==> src/rtl/uart_pkg.sv <==
// Shared UART definitions for the transmit serializer and the receive path.
package uart_pkg;

   localparam int unsigned UART_WIDTH     = 8;
   localparam int unsigned UART_DIV_WIDTH = 16;
   localparam logic        UART_IDLE_LEVEL = 1'b1;

   typedef enum logic [2:0] {
      ST_IDLE,
      ST_START,
      ST_DATA,
      ST_PARITY,
      ST_STOP
   } uart_state_e;

   // Frame format latched at the start of every frame
   typedef struct packed {
      logic parity_en;
      logic parity_odd;
      logic stop2;
   } uart_cfg_t;

endpackage

==> src/rtl/uart_tx_serializer_if.sv <==
// FIFO read-port handshake between the TX FIFO (slave) and the serializer (master).
interface uart_tx_serializer_if
   import uart_pkg::*;
#(
   parameter int unsigned WIDTH = UART_WIDTH
);

   logic             fifo_empty;
   logic [WIDTH-1:0] fifo_data;
   logic             fifo_rd_en;

   modport master (
      input  fifo_empty,
      input  fifo_data,
      output fifo_rd_en
   );

   modport slave (
      output fifo_empty,
      output fifo_data,
      input  fifo_rd_en
   );

endinterface

==> src/rtl/uart_baud_cnt.sv <==
// Programmable bit-period down-counter; ticks on the last clock of each period.
module uart_baud_cnt
   import uart_pkg::*;
#(
   parameter int unsigned DIV_WIDTH = UART_DIV_WIDTH
) (
   input  logic                 clk,
   input  logic                 rst,
   input  logic                 i_load,
   input  logic                 i_en,
   input  logic [DIV_WIDTH-1:0] i_load_val,
   output logic                 o_bit_tick_c
);

   logic [DIV_WIDTH-1:0] r_cnt;

   assign o_bit_tick_c = i_en && (r_cnt == DIV_WIDTH'(1));

   // Load value is always >= 1; reload happens at every bit boundary
   always_ff @(posedge clk) begin
      if (rst) begin
         r_cnt <= '0;
      end else if (i_load || o_bit_tick_c) begin
         r_cnt <= i_load_val;
      end else if (i_en) begin
         r_cnt <= r_cnt - DIV_WIDTH'(1);
      end
   end

endmodule

==> src/rtl/uart_tx_serializer.sv <==
// UART transmit serializer: pops bytes from a FWFT FIFO and shifts out
// start / data (LSB first) / optional parity / 1-2 stop bits on tx.
module uart_tx_serializer
   import uart_pkg::*;
#(
   parameter int unsigned WIDTH     = UART_WIDTH,
   parameter int unsigned DIV_WIDTH = UART_DIV_WIDTH
) (
   input  logic                 clk,
   input  logic                 rst,
   input  logic [DIV_WIDTH-1:0] baud_div,
   input  logic                 parity_en,
   input  logic                 parity_odd,
   input  logic                 stop2,
   uart_tx_serializer_if.master fifo,
   output logic                 tx,
   output logic                 tx_busy,
   output logic                 tx_done
);

   localparam int unsigned IDX_W = (WIDTH > 1) ? $clog2(WIDTH) : 1;

   uart_state_e          r_state;
   logic [WIDTH-1:0]     r_shift;
   logic [IDX_W-1:0]     r_bit_idx;
   logic                 r_stop_idx;
   logic                 r_parity;
   uart_cfg_t            r_cfg;
   logic [DIV_WIDTH-1:0] r_period;
   logic                 r_tx;

   logic                 w_tick;
   logic                 w_last_stop;
   logic                 w_pop;
   logic [DIV_WIDTH-1:0] w_period;
   logic [DIV_WIDTH-1:0] w_load_val;

   assign w_period    = (baud_div == '0) ? DIV_WIDTH'(1) : baud_div;
   assign w_last_stop = (r_state == ST_STOP) && w_tick && (!r_cfg.stop2 || r_stop_idx);
   assign w_pop       = !rst && !fifo.fifo_empty && ((r_state == ST_IDLE) || w_last_stop);
   assign w_load_val  = w_pop ? w_period : r_period;

   assign fifo.fifo_rd_en = w_pop;
   assign tx              = r_tx;
   assign tx_busy         = (r_state != ST_IDLE);
   assign tx_done         = w_last_stop && !rst;

   uart_baud_cnt #(
      .DIV_WIDTH (DIV_WIDTH)
   ) u_baud_cnt (
      .clk          (clk),
      .rst          (rst),
      .i_load       (w_pop),
      .i_en         (r_state != ST_IDLE),
      .i_load_val   (w_load_val),
      .o_bit_tick_c (w_tick)
   );

   // Frame sequencer; r_tx always holds the level for the state being entered
   always_ff @(posedge clk) begin
      if (rst) begin
         r_state    <= ST_IDLE;
         r_tx       <= UART_IDLE_LEVEL;
         r_shift    <= '0;
         r_bit_idx  <= '0;
         r_stop_idx <= 1'b0;
         r_parity   <= 1'b0;
         r_cfg      <= '0;
         r_period   <= DIV_WIDTH'(1);
      end else if (w_pop) begin
         r_state          <= ST_START;
         r_tx             <= 1'b0;
         r_shift          <= fifo.fifo_data;
         r_parity         <= (^fifo.fifo_data) ^ parity_odd;
         r_cfg.parity_en  <= parity_en;
         r_cfg.parity_odd <= parity_odd;
         r_cfg.stop2      <= stop2;
         r_period         <= w_period;
         r_bit_idx        <= '0;
         r_stop_idx       <= 1'b0;
      end else begin
         case (r_state)
            ST_IDLE: begin
               r_tx <= UART_IDLE_LEVEL;
            end
            ST_START: begin
               if (w_tick) begin
                  r_state   <= ST_DATA;
                  r_tx      <= r_shift[0];
                  r_bit_idx <= '0;
               end
            end
            ST_DATA: begin
               if (w_tick) begin
                  if (r_bit_idx == IDX_W'(WIDTH - 1)) begin
                     if (r_cfg.parity_en) begin
                        r_state <= ST_PARITY;
                        r_tx    <= r_parity;
                     end else begin
                        r_state    <= ST_STOP;
                        r_tx       <= UART_IDLE_LEVEL;
                        r_stop_idx <= 1'b0;
                     end
                  end else begin
                     r_bit_idx <= r_bit_idx + IDX_W'(1);
                     r_shift   <= r_shift >> 1;
                     r_tx      <= r_shift[1];
                  end
               end
            end
            ST_PARITY: begin
               if (w_tick) begin
                  r_state    <= ST_STOP;
                  r_tx       <= UART_IDLE_LEVEL;
                  r_stop_idx <= 1'b0;
               end
            end
            ST_STOP: begin
               if (w_last_stop) begin
                  r_state <= ST_IDLE;
               end else if (w_tick) begin
                  r_stop_idx <= 1'b1;
               end
            end
            default: begin
               r_state <= ST_IDLE;
               r_tx    <= UART_IDLE_LEVEL;
            end
         endcase
      end
   end

endmodule

==> src/flat_wrapper.sv <==
// flat-port wrapper written by rule: the top's interface ports become plain ports
module uart_tx_serializer_flat import uart_pkg::*;
#(
   parameter int unsigned WIDTH     = UART_WIDTH,
   parameter int unsigned DIV_WIDTH = UART_DIV_WIDTH
)
  (clk, rst, baud_div, parity_en, parity_odd, stop2, tx, tx_busy, tx_done, fifo_fifo_empty, fifo_fifo_data, fifo_fifo_rd_en);
  uart_tx_serializer_if #(.WIDTH(WIDTH)) fifo_i ();
  input  logic clk;
  input  logic rst;
  input  logic [DIV_WIDTH-1:0] baud_div;
  input  logic parity_en;
  input  logic parity_odd;
  input  logic stop2;
  output logic tx;
  output logic tx_busy;
  output logic tx_done;
  input wire logic [$bits(fifo_i.fifo_empty)-1:0] fifo_fifo_empty;
  input wire logic [$bits(fifo_i.fifo_data)-1:0] fifo_fifo_data;
  output wire logic [$bits(fifo_i.fifo_rd_en)-1:0] fifo_fifo_rd_en;
  assign fifo_i.fifo_empty = fifo_fifo_empty;
  assign fifo_i.fifo_data = fifo_fifo_data;
  assign fifo_fifo_rd_en = fifo_i.fifo_rd_en;
  uart_tx_serializer #(.WIDTH(WIDTH), .DIV_WIDTH(DIV_WIDTH)) u_core (.clk(clk), .rst(rst), .baud_div(baud_div), .parity_en(parity_en), .parity_odd(parity_odd), .stop2(stop2), .fifo(fifo_i), .tx(tx), .tx_busy(tx_busy), .tx_done(tx_done));
endmodule
==> config.mk <==
export PLATFORM = sky130hd
export DESIGN_NAME = uart_tx_serializer_flat
export DESIGN_NICKNAME = d
export VERILOG_FILES = /design/src/rtl/uart_pkg.sv /design/src/rtl/uart_tx_serializer_if.sv /design/src/rtl/uart_baud_cnt.sv /design/src/rtl/uart_tx_serializer.sv /design/src/flat_wrapper.sv
export SDC_FILE = /design/constraint.sdc
export NUM_CORES = 1
export LEC_CHECK = 0
export CAP_MARGIN = 0
export CORE_ASPECT_RATIO = 1.4
export CORE_UTILIZATION = 60
export CTS_CLUSTER_SIZE = 10
export DETAILED_ROUTE_END_ITERATION = 8
export GPL_TIMING_DRIVEN = 0
export PLACE_DENSITY = 0.85
export SYNTH_ARGS = -nofsm -noshare
export SYNTH_HDL_FRONTEND = slang
export SYNTH_SLANG_ARGS = --single-unit
==> constraint.sdc <==
create_clock -name clk -period 3.8 [get_ports clk]
set_input_delay 0.76 -clock clk [delete_from_list [all_inputs] [get_ports clk]]
set_output_delay 0.76 -clock clk [all_outputs]
set_load 0.01 [all_outputs]
## Yosys cells after proc, flatten, opt, wreduce, memory -nomap -nowiden

Cells that the tools add are included.
W data, S select, Z words.

- Reductions and logical operators: 28
- Multipliers: 0
- Equal/unequal tests: 23
- Multiplexer cells: 33
- Bitwise gates (word level): 2
- $lt $le $gt $ge: 0
- Div/mod/pow operators: 0
- $add $sub $neg: 2
- Shift-type cells: 0

Operator list:

| cell | number |
|---|---|
| $mux W16 | 4 |
| $mux W8 | 4 |
| $mux W3 | 9 |
| $ne A2 B2 Y1 const B | 10 |
| $eq A16 B1 Y1 const B | 1 |
| $logic_not A16 Y1 | 1 |
| $sub A16 B1 Y16 const B | 1 |
| $pmux W3 S5 | 1 |
| $mux W1 | 12 |
| $reduce_and A6 Y1 | 2 |
| $ne A3 B3 Y1 const B | 3 |
| $reduce_and A4 Y1 | 2 |
| $reduce_bool A2 Y1 | 4 |
| $reduce_xor A8 Y1 | 1 |
| $reduce_and A7 Y1 | 1 |
| $eq A3 B2 Y1 const B | 2 |
| $eq A3 B3 Y1 const B | 2 |
| $logic_and A1 B1 Y1 | 6 |
| $ne A3 B2 Y1 const B | 2 |
| $pmux W3 S2 | 1 |
| $reduce_bool A3 Y1 | 2 |
| $ne A2 B1 Y1 const B | 2 |
| $pmux W1 S4 | 1 |
| $add A3 B1 Y3 const B | 1 |
| other kinds (9) | 13 |

- Memory bits (read-only): 0
- Memories: 0
- Register bits after elaboration: 51
- Bits in latches: 0
- Word-level logic and storage cells: 99
- Output and inout bits: 4
- Bits in writable memories: 0

## Logic depth before layout (Yosys ltp)

- Depth in word-level cells: 8
- Depth in mapped cells: 10
- Depth with buffers taken out: 8

## Hierarchy

Synthesis repeated with hierarchy kept, for this count alone.

- Cells, all modules: 341
- Area, all modules: 2845.2 µm²

By module, submodules not included:

| module | seq. area each (µm²) | cells each | times used | area an instance (µm²) |
|---|---|---|---|---|
| uart_tx_serializer | 700.7 | 219 | 1 | 1816.7 |
| uart_baud_cnt | 320.3 | 122 | 1 | 1028.5 |

## Least setup slack after synthesis

Ideal clock, no wire load.

- Path type: flip-flop to output port
- Start point: reg u_core.u_baud_cnt.r_cnt[0]
- End point: out fifo_fifo_rd_en
- Stages on the path, launching flop included: 8
- Data arrival time: 2.000 ns
- Buffers on the path: 2
- Required time: 3.040 ns
- Slack: 1.040 ns
- Path through: dfxtp_1 > ha_1 > or4b_1 > clkbuf_1 > nor4_4 > a21oi_1 > inv_2 > buf_2

- Longest elaborated chain between the ends: 6

Ends and longest elaborated chain:

| element | line | source |
|---|---|---|
| from (decl) | uart_baud_cnt.sv:15 | `logic [DIV_WIDTH-1:0] r_cnt;` |
| from (signal assigned) | uart_baud_cnt.sv:24 | `r_cnt <= i_load_val;` |
| from (signal assigned) | uart_baud_cnt.sv:26 | `r_cnt <= r_cnt - DIV_WIDTH'(1);` |
| $eq A16 B1 Y1 | uart_baud_cnt.sv:17 | `assign o_bit_tick_c = i_en && (r_cnt == DIV_WIDTH'(1));` |
| $logic_and A1 B1 Y1 | uart_baud_cnt.sv:17 |  |
| $logic_and A1 B1 Y1 (2 in a row) | uart_tx_serializer.sv:39 | `assign w_last_stop = (r_state == ST_STOP) && w_tick && (!r_cfg.stop2 \|\| r_stop_idx);` |
| $logic_or A1 B1 Y1 | uart_tx_serializer.sv:40 | `assign w_pop = !rst && !fifo.fifo_empty && ((r_state == ST_IDLE) \|\| w_last_stop);` |
| $logic_and A1 B1 Y1 | uart_tx_serializer.sv:40 |  |
| to (decl) | flat_wrapper.sv:20 | `output wire logic [$bits(fifo_i.fifo_rd_en)-1:0] fifo_fifo_rd_en;` |

No other way between the ends.

## Final worst setup path

- Start point: reg u_core.u_baud_cnt.r_cnt[0]
- End point: out tx_done

- Longest elaborated chain between the ends: 5

Ends and longest elaborated chain:

| element | line | source |
|---|---|---|
| $eq A16 B1 Y1 | uart_baud_cnt.sv:17 |  |
| $logic_and A1 B1 Y1 | uart_baud_cnt.sv:17 |  |
| $logic_and A1 B1 Y1 (2 in a row) | uart_tx_serializer.sv:39 |  |
| $logic_and A1 B1 Y1 | uart_tx_serializer.sv:46 | `assign tx_done = w_last_stop && !rst;` |
| to (decl) | flat_wrapper.sv:17 | `output logic tx_done;` |

No other way between the ends.

==> flow_results.org <==
** Power
- Worst voltage drop across the vdd grid :: 354 uV
- Of the total power, registers draw 0.413.
- Of the total power, the share spent switching nets is 0.321.
- In this run the power density over the cells is 440 nW/um^2.
- For this design the static power due to leakage is ~1.2 nW.
- Of the total power, combinational logic draws 0.290.
- Cell internal power was estimated by the tool at 1.02 mW.
- The share of total power dissipated in the clock network is 0.297.
- The analysis attributes to net switching a power of 480 uW.
- After layout, the design draws a total of 1.50 mW.

** Detailed routing
- The final layout contains routed wiring with a total length of 8.94 mm.
- For this run, design rule violations remaining after detail routing come to 1.
- Initial DRT Pass Iterations :: 7
- Post-detailed-route via-to-cell ratio :: around 6.7
- Detailed router's first-iteration violation count :: 319
- Summing over every cut layer, the via total after detailed routing is 3056.
- The count of nets left with antenna violations once routing finished came out at 0.
- Average detailed-routed wire length per instance :: 19.5 um

** Logic synthesis
- Number of storage elements in the synthesis netlist :: between 50 and 60
- In the synthesized netlist the dominant register cell turns out to be sky130_fd_sc_hd__dfxtp_1.
- Unique cell type count in the Yosys netlist :: between 60 and 70
- Synthesized netlist cell count :: around 360
- The Yosys step of the flow raised 0 warnings.
- Ranked by total cell area, the synthesized netlist is headed by sky130_fd_sc_hd__dfxtp_1 (36%), sky130_fd_sc_hd__a21oi_1 (7.1%), sky130_fd_sc_hd__nand2_1 (5.7%), sky130_fd_sc_hd__o21ai_0 (3.4%), sky130_fd_sc_hd__mux2i_1 (2.8%).
- Average footprint of a synthesized cell :: 7.97 sq um
- Of the synthesized area, sequential elements account for 0.361.
- Counting every net in the synthesized netlist gives 389.
- The synthesized netlist occupies a cell area of approximately 2800 sq um.
- Top-area cell type share of the netlist area :: 0.361
- Area leader, netlist :: sky130_fd_sc_hd__dfxtp_1
- Counting flops with an async set or reset pin after synthesis yields a share of 0.
- The synthesized design contains 0 enable-type register cells.

** Placement
- Detailed placement ended at an HPWL of 6.27 mm.
- In this run the tool buffered the top-level ports with 33 buffer cells.
- At the end of routability-driven placement, the weighted congestion stood at 0.981.

** Die
- The floorplan has 29 rows.
- Die Span X :: 60.0 um
- Initial standard-cell utilization of the core :: 0.624
- Die boundary height :: approximately 83 um
- Die outline area :: 5000 sq um
- Number of I/O pins :: 34
- Core area :: ~4500 sq um

** Clock tree
- CTS Buf Count :: 5
- The clock reaches the later pin of the worst-skew pair after 0.31 ns.
- After clock tree synthesis, the clock-pin slew on the worst setup and hold paths is 0.09 ns.
- Sinks on Clock Net :: between 50 and 60
- CTS Buffer Depth :: 2
- The root buffer cell chosen for the clock tree is sky130_fd_sc_hd__clkbuf_8.
- TritonCTS built the clock tree.
- Count of hold-fix buffers inserted at cts :: 0
- The H-tree was split into 2 levels.

** STA
- Final critical path time including I/O delays and setup :: 3.71 ns
- Max-slew violation count :: 0
- The total count of hold-check failures in the final report is 0.
- On the final layout, the worst hold slack is 0.456 ns.
- Max Clock Skew :: just under 0.007 ns
- Total negative setup slack :: 0 ns
- Setup violations remaining at the end of the flow were counted as 0.
- Post-route clock period utilization :: 0.975
- Timing would allow up to roughly 270 MHz.
- The worst pin sits at a relative slew slack of 0.575.
- Worst slew pin tran :: around 0.64 ns

** GRT
- For met1 alone, demand over resource in global routing was 0.456.
- Pin count of the biggest net entering global routing :: 18
- For met2 alone, demand over resource in global routing was 0.620.
- The first global-routing pass estimated roughly 15 mm of wire.
- In the global route stage, overall resource usage came out at 0.386.
- The number of antenna violations at the first check in global routing was 0.
- The number of global-route vias before repair came to 3016.
- Most Used Layer, Global Route :: met2
- Global-route met3 utilization :: 0.0779
- Global routing finished with a remaining overflow of 0.

** Final layout
- Layout overhead on the synthesized area :: 20.1%
- Antenna diode count :: 0
- Fraction of final layout cells with drive strength greater than 1 :: 0.0705
- Post-layout nets :: 430
- Number of filler cells placed in the layout :: approximately 370

** Critical path
- The critical path starts at u_core.u_baud_cnt.r_cnt[0].
- For the worst setup path, the data required time is 3.04 ns.
- Crit path capture type :: output port
- By startpoint and endpoint, the worst setup path is classified as reg2out.
- Largest driver fanout on the critical path :: 6
- Reg-to-Reg Start :: u_core.u_baud_cnt.r_cnt[0]
- For the worst setup path, the data arrival time is 2.95 ns.
- Nature of the critical path startpoint :: register

** Min path
- The startpoint identified for the worst hold timing path is u_core.r_period[2].
- Hold Crit Class :: reg2reg

** Job
- Max-capacitance violation count :: 0

** Outcome
- Violations in the final reports :: design-rule violations
- Outcome :: finished, violations left
==> cell families (layout without fill, tap and decap cells) <==
kind of cell / Yosys count / count (layout) / synth area share
AOI/OAI and AO/OA: 113 / 113 / 0.257
xor gates and xnor gates: 12 / 12 / 0.0371
adders and majority gates: 4 / 4 / 0.0177
buffers and inverters: 34 / 76 / 0.0526
DFF: 51 / 51 / 0.361
muxes: 8 / 8 / 0.0283
and+or+nand+nor: 133 / 133 / 0.247
==> sequential cells by signal (all words and copies together) (netlist names) <==
name	count
u_core.r_period	16
u_core.u_baud_cnt.r_cnt	16
u_core.r_shift	8
u_core.r_bit_idx	3
u_core.r_state	3
u_core.r_cfg	2
u_core.r_parity	1
u_core.r_stop_idx	1
u_core.tx	1
==> layer usage <==
metal,up-vias,wire length [um]
li1,1397,-
met1,1423,3390
met2,188,4450
met3,48,658
met4,0,440
met5,-,0
==> power groups by stage <==
stage          logic, mW  registers (mW)  clock network (mW)
2_1_floorplan      0.282           0.616                   0
3_3_place_gp       0.406           0.626                   0
3_5_place_dp       0.411           0.628                   0
4_1_cts            0.419           0.616               0.444
5_1_grt            0.468           0.623               0.461
6_report           0.434           0.618               0.445
==> cell usage after synthesis, types with 2 or more instances <==
master	count
sky130_fd_sc_hd__dfxtp_1	51
sky130_fd_sc_hd__nand2_1	43
sky130_fd_sc_hd__a21oi_1	40
sky130_fd_sc_hd__nor2_1	20
sky130_fd_sc_hd__o21ai_0	19
sky130_fd_sc_hd__clkbuf_1	18
sky130_fd_sc_hd__nor3_1	14
sky130_fd_sc_hd__nor4_1	10
sky130_fd_sc_hd__xnor2_1	9
sky130_fd_sc_hd__mux2i_1	8
sky130_fd_sc_hd__nand3_1	8
sky130_fd_sc_hd__or3_1	7
sky130_fd_sc_hd__a31oi_1	6
sky130_fd_sc_hd__inv_1	6
sky130_fd_sc_hd__a211oi_1	5
sky130_fd_sc_hd__buf_2	5
sky130_fd_sc_hd__a221oi_1	4
sky130_fd_sc_hd__a22oi_1	4
sky130_fd_sc_hd__ha_1	4
sky130_fd_sc_hd__o221ai_1	4
sky130_fd_sc_hd__o22ai_1	4
sky130_fd_sc_hd__or4_1	4
sky130_fd_sc_hd__and2_1	3
sky130_fd_sc_hd__nand2b_1	3
sky130_fd_sc_hd__nand4_1	3
sky130_fd_sc_hd__nor2b_1	3
sky130_fd_sc_hd__o31ai_1	3
sky130_fd_sc_hd__xor2_1	3
sky130_fd_sc_hd__a211o_1	2
sky130_fd_sc_hd__a21o_1	2
sky130_fd_sc_hd__and3_1	2
sky130_fd_sc_hd__buf_6	2
sky130_fd_sc_hd__o211ai_1	2
sky130_fd_sc_hd__o21ai_1	2
sky130_fd_sc_hd__o32ai_1	2
sky130_fd_sc_hd__or2_2	2
sky130_fd_sc_hd__or3b_2	2
==> per-stage QoR <==
stage / worst slack (ns) / area (sq um) / utilization / instances
2_1_floorplan: 1.04 / 2830 / - / 355
3_3_place_gp: -0.568 / 3240 / 0.714 / 450
3_5_place_dp: -0.564 / 3240 / 0.714 / 450
4_1_cts: 0.00639 / 3390 / 0.748 / 459
5_1_grt: -0.00157 / 3400 / 0.749 / 459
6_report: 0.0938 / 3400 / 0.749 / 459
==> layout by cell type, fill, tap and decap left out, types with 3 or more instances in the layout <==
| cell | count |
|---|---|
| sky130_fd_sc_hd__a211oi_1 | 5 |
| sky130_fd_sc_hd__a21oi_1 | 40 |
| sky130_fd_sc_hd__a221oi_1 | 4 |
| sky130_fd_sc_hd__a22oi_1 | 4 |
| sky130_fd_sc_hd__a31oi_1 | 6 |
| sky130_fd_sc_hd__and2_1 | 3 |
| sky130_fd_sc_hd__buf_2 | 4 |
| sky130_fd_sc_hd__clkbuf_1 | 19 |
| sky130_fd_sc_hd__clkbuf_8 | 5 |
| sky130_fd_sc_hd__clkdlybuf4s50_1 | 33 |
| sky130_fd_sc_hd__dfxtp_1 | 51 |
| sky130_fd_sc_hd__ha_1 | 4 |
| sky130_fd_sc_hd__inv_1 | 6 |
| sky130_fd_sc_hd__mux2i_1 | 8 |
| sky130_fd_sc_hd__nand2_1 | 43 |
| sky130_fd_sc_hd__nand2b_1 | 3 |
| sky130_fd_sc_hd__nand3_1 | 8 |
| sky130_fd_sc_hd__nand4_1 | 3 |
| sky130_fd_sc_hd__nor2_1 | 20 |
| sky130_fd_sc_hd__nor2b_1 | 3 |
| sky130_fd_sc_hd__nor3_1 | 13 |
| sky130_fd_sc_hd__nor4_1 | 9 |
| sky130_fd_sc_hd__o21ai_0 | 19 |
| sky130_fd_sc_hd__o221ai_1 | 4 |
| sky130_fd_sc_hd__o22ai_1 | 4 |
| sky130_fd_sc_hd__o31ai_1 | 3 |
| sky130_fd_sc_hd__or3_1 | 7 |
| sky130_fd_sc_hd__or4_1 | 4 |
| sky130_fd_sc_hd__xnor2_1 | 9 |
| sky130_fd_sc_hd__xor2_1 | 3 |
==> critical path: stages, from the launching register on <==
cell and delay (ns):
sky130_fd_sc_hd__dfxtp_1 0.44, sky130_fd_sc_hd__ha_1 0.20, sky130_fd_sc_hd__or4b_1 0.42, sky130_fd_sc_hd__clkbuf_1 0.19
sky130_fd_sc_hd__nor4_2 0.40, sky130_fd_sc_hd__nand2_1 0.16, sky130_fd_sc_hd__nor4_1 0.22, sky130_fd_sc_hd__clkdlybuf4s50_1 0.59
==> final timing paths <==
| path | cells past startpoint | end | slack [ns] |
|---|---|---|---|
| setup / recovery | 7 | tx_done | 0.09 |
| hold / removal | 2 | u_core.r_period[2] | 0.46 |
| setup reg to reg | 9 | u_core.u_baud_cnt.r_cnt[13] | 0.80 |
| hold reg to reg | 2 | u_core.r_period[2] | 0.46 |
==> layout make-up <==
cell class / count / area, sq um / area share
Multi-Input combinational cell: 270 / 1680 / 0.494
Sequential cell: 51 / 1020 / 0.300
Timing Repair Buffer: 35 / 345 / 0.102
Buffer: 25 / 114 / 0.0335
Tap cell: 62 / 77.6 / 0.0228
Clock buffer: 6 / 72.6 / 0.0214
Clock inverter: 2 / 60.1 / 0.0177
Inverter: 8 / 30.0 / 0.00884
==> repair_timing <==
action / CTS / global route
resized for setup: 2 / 1
pin swaps: 1 / 0
setup buffers: 2 / 0
setup endpoints to repair: 1 / 1
hold endpoints to repair: 0 / 0
Power figures use the tool's default switching activity.
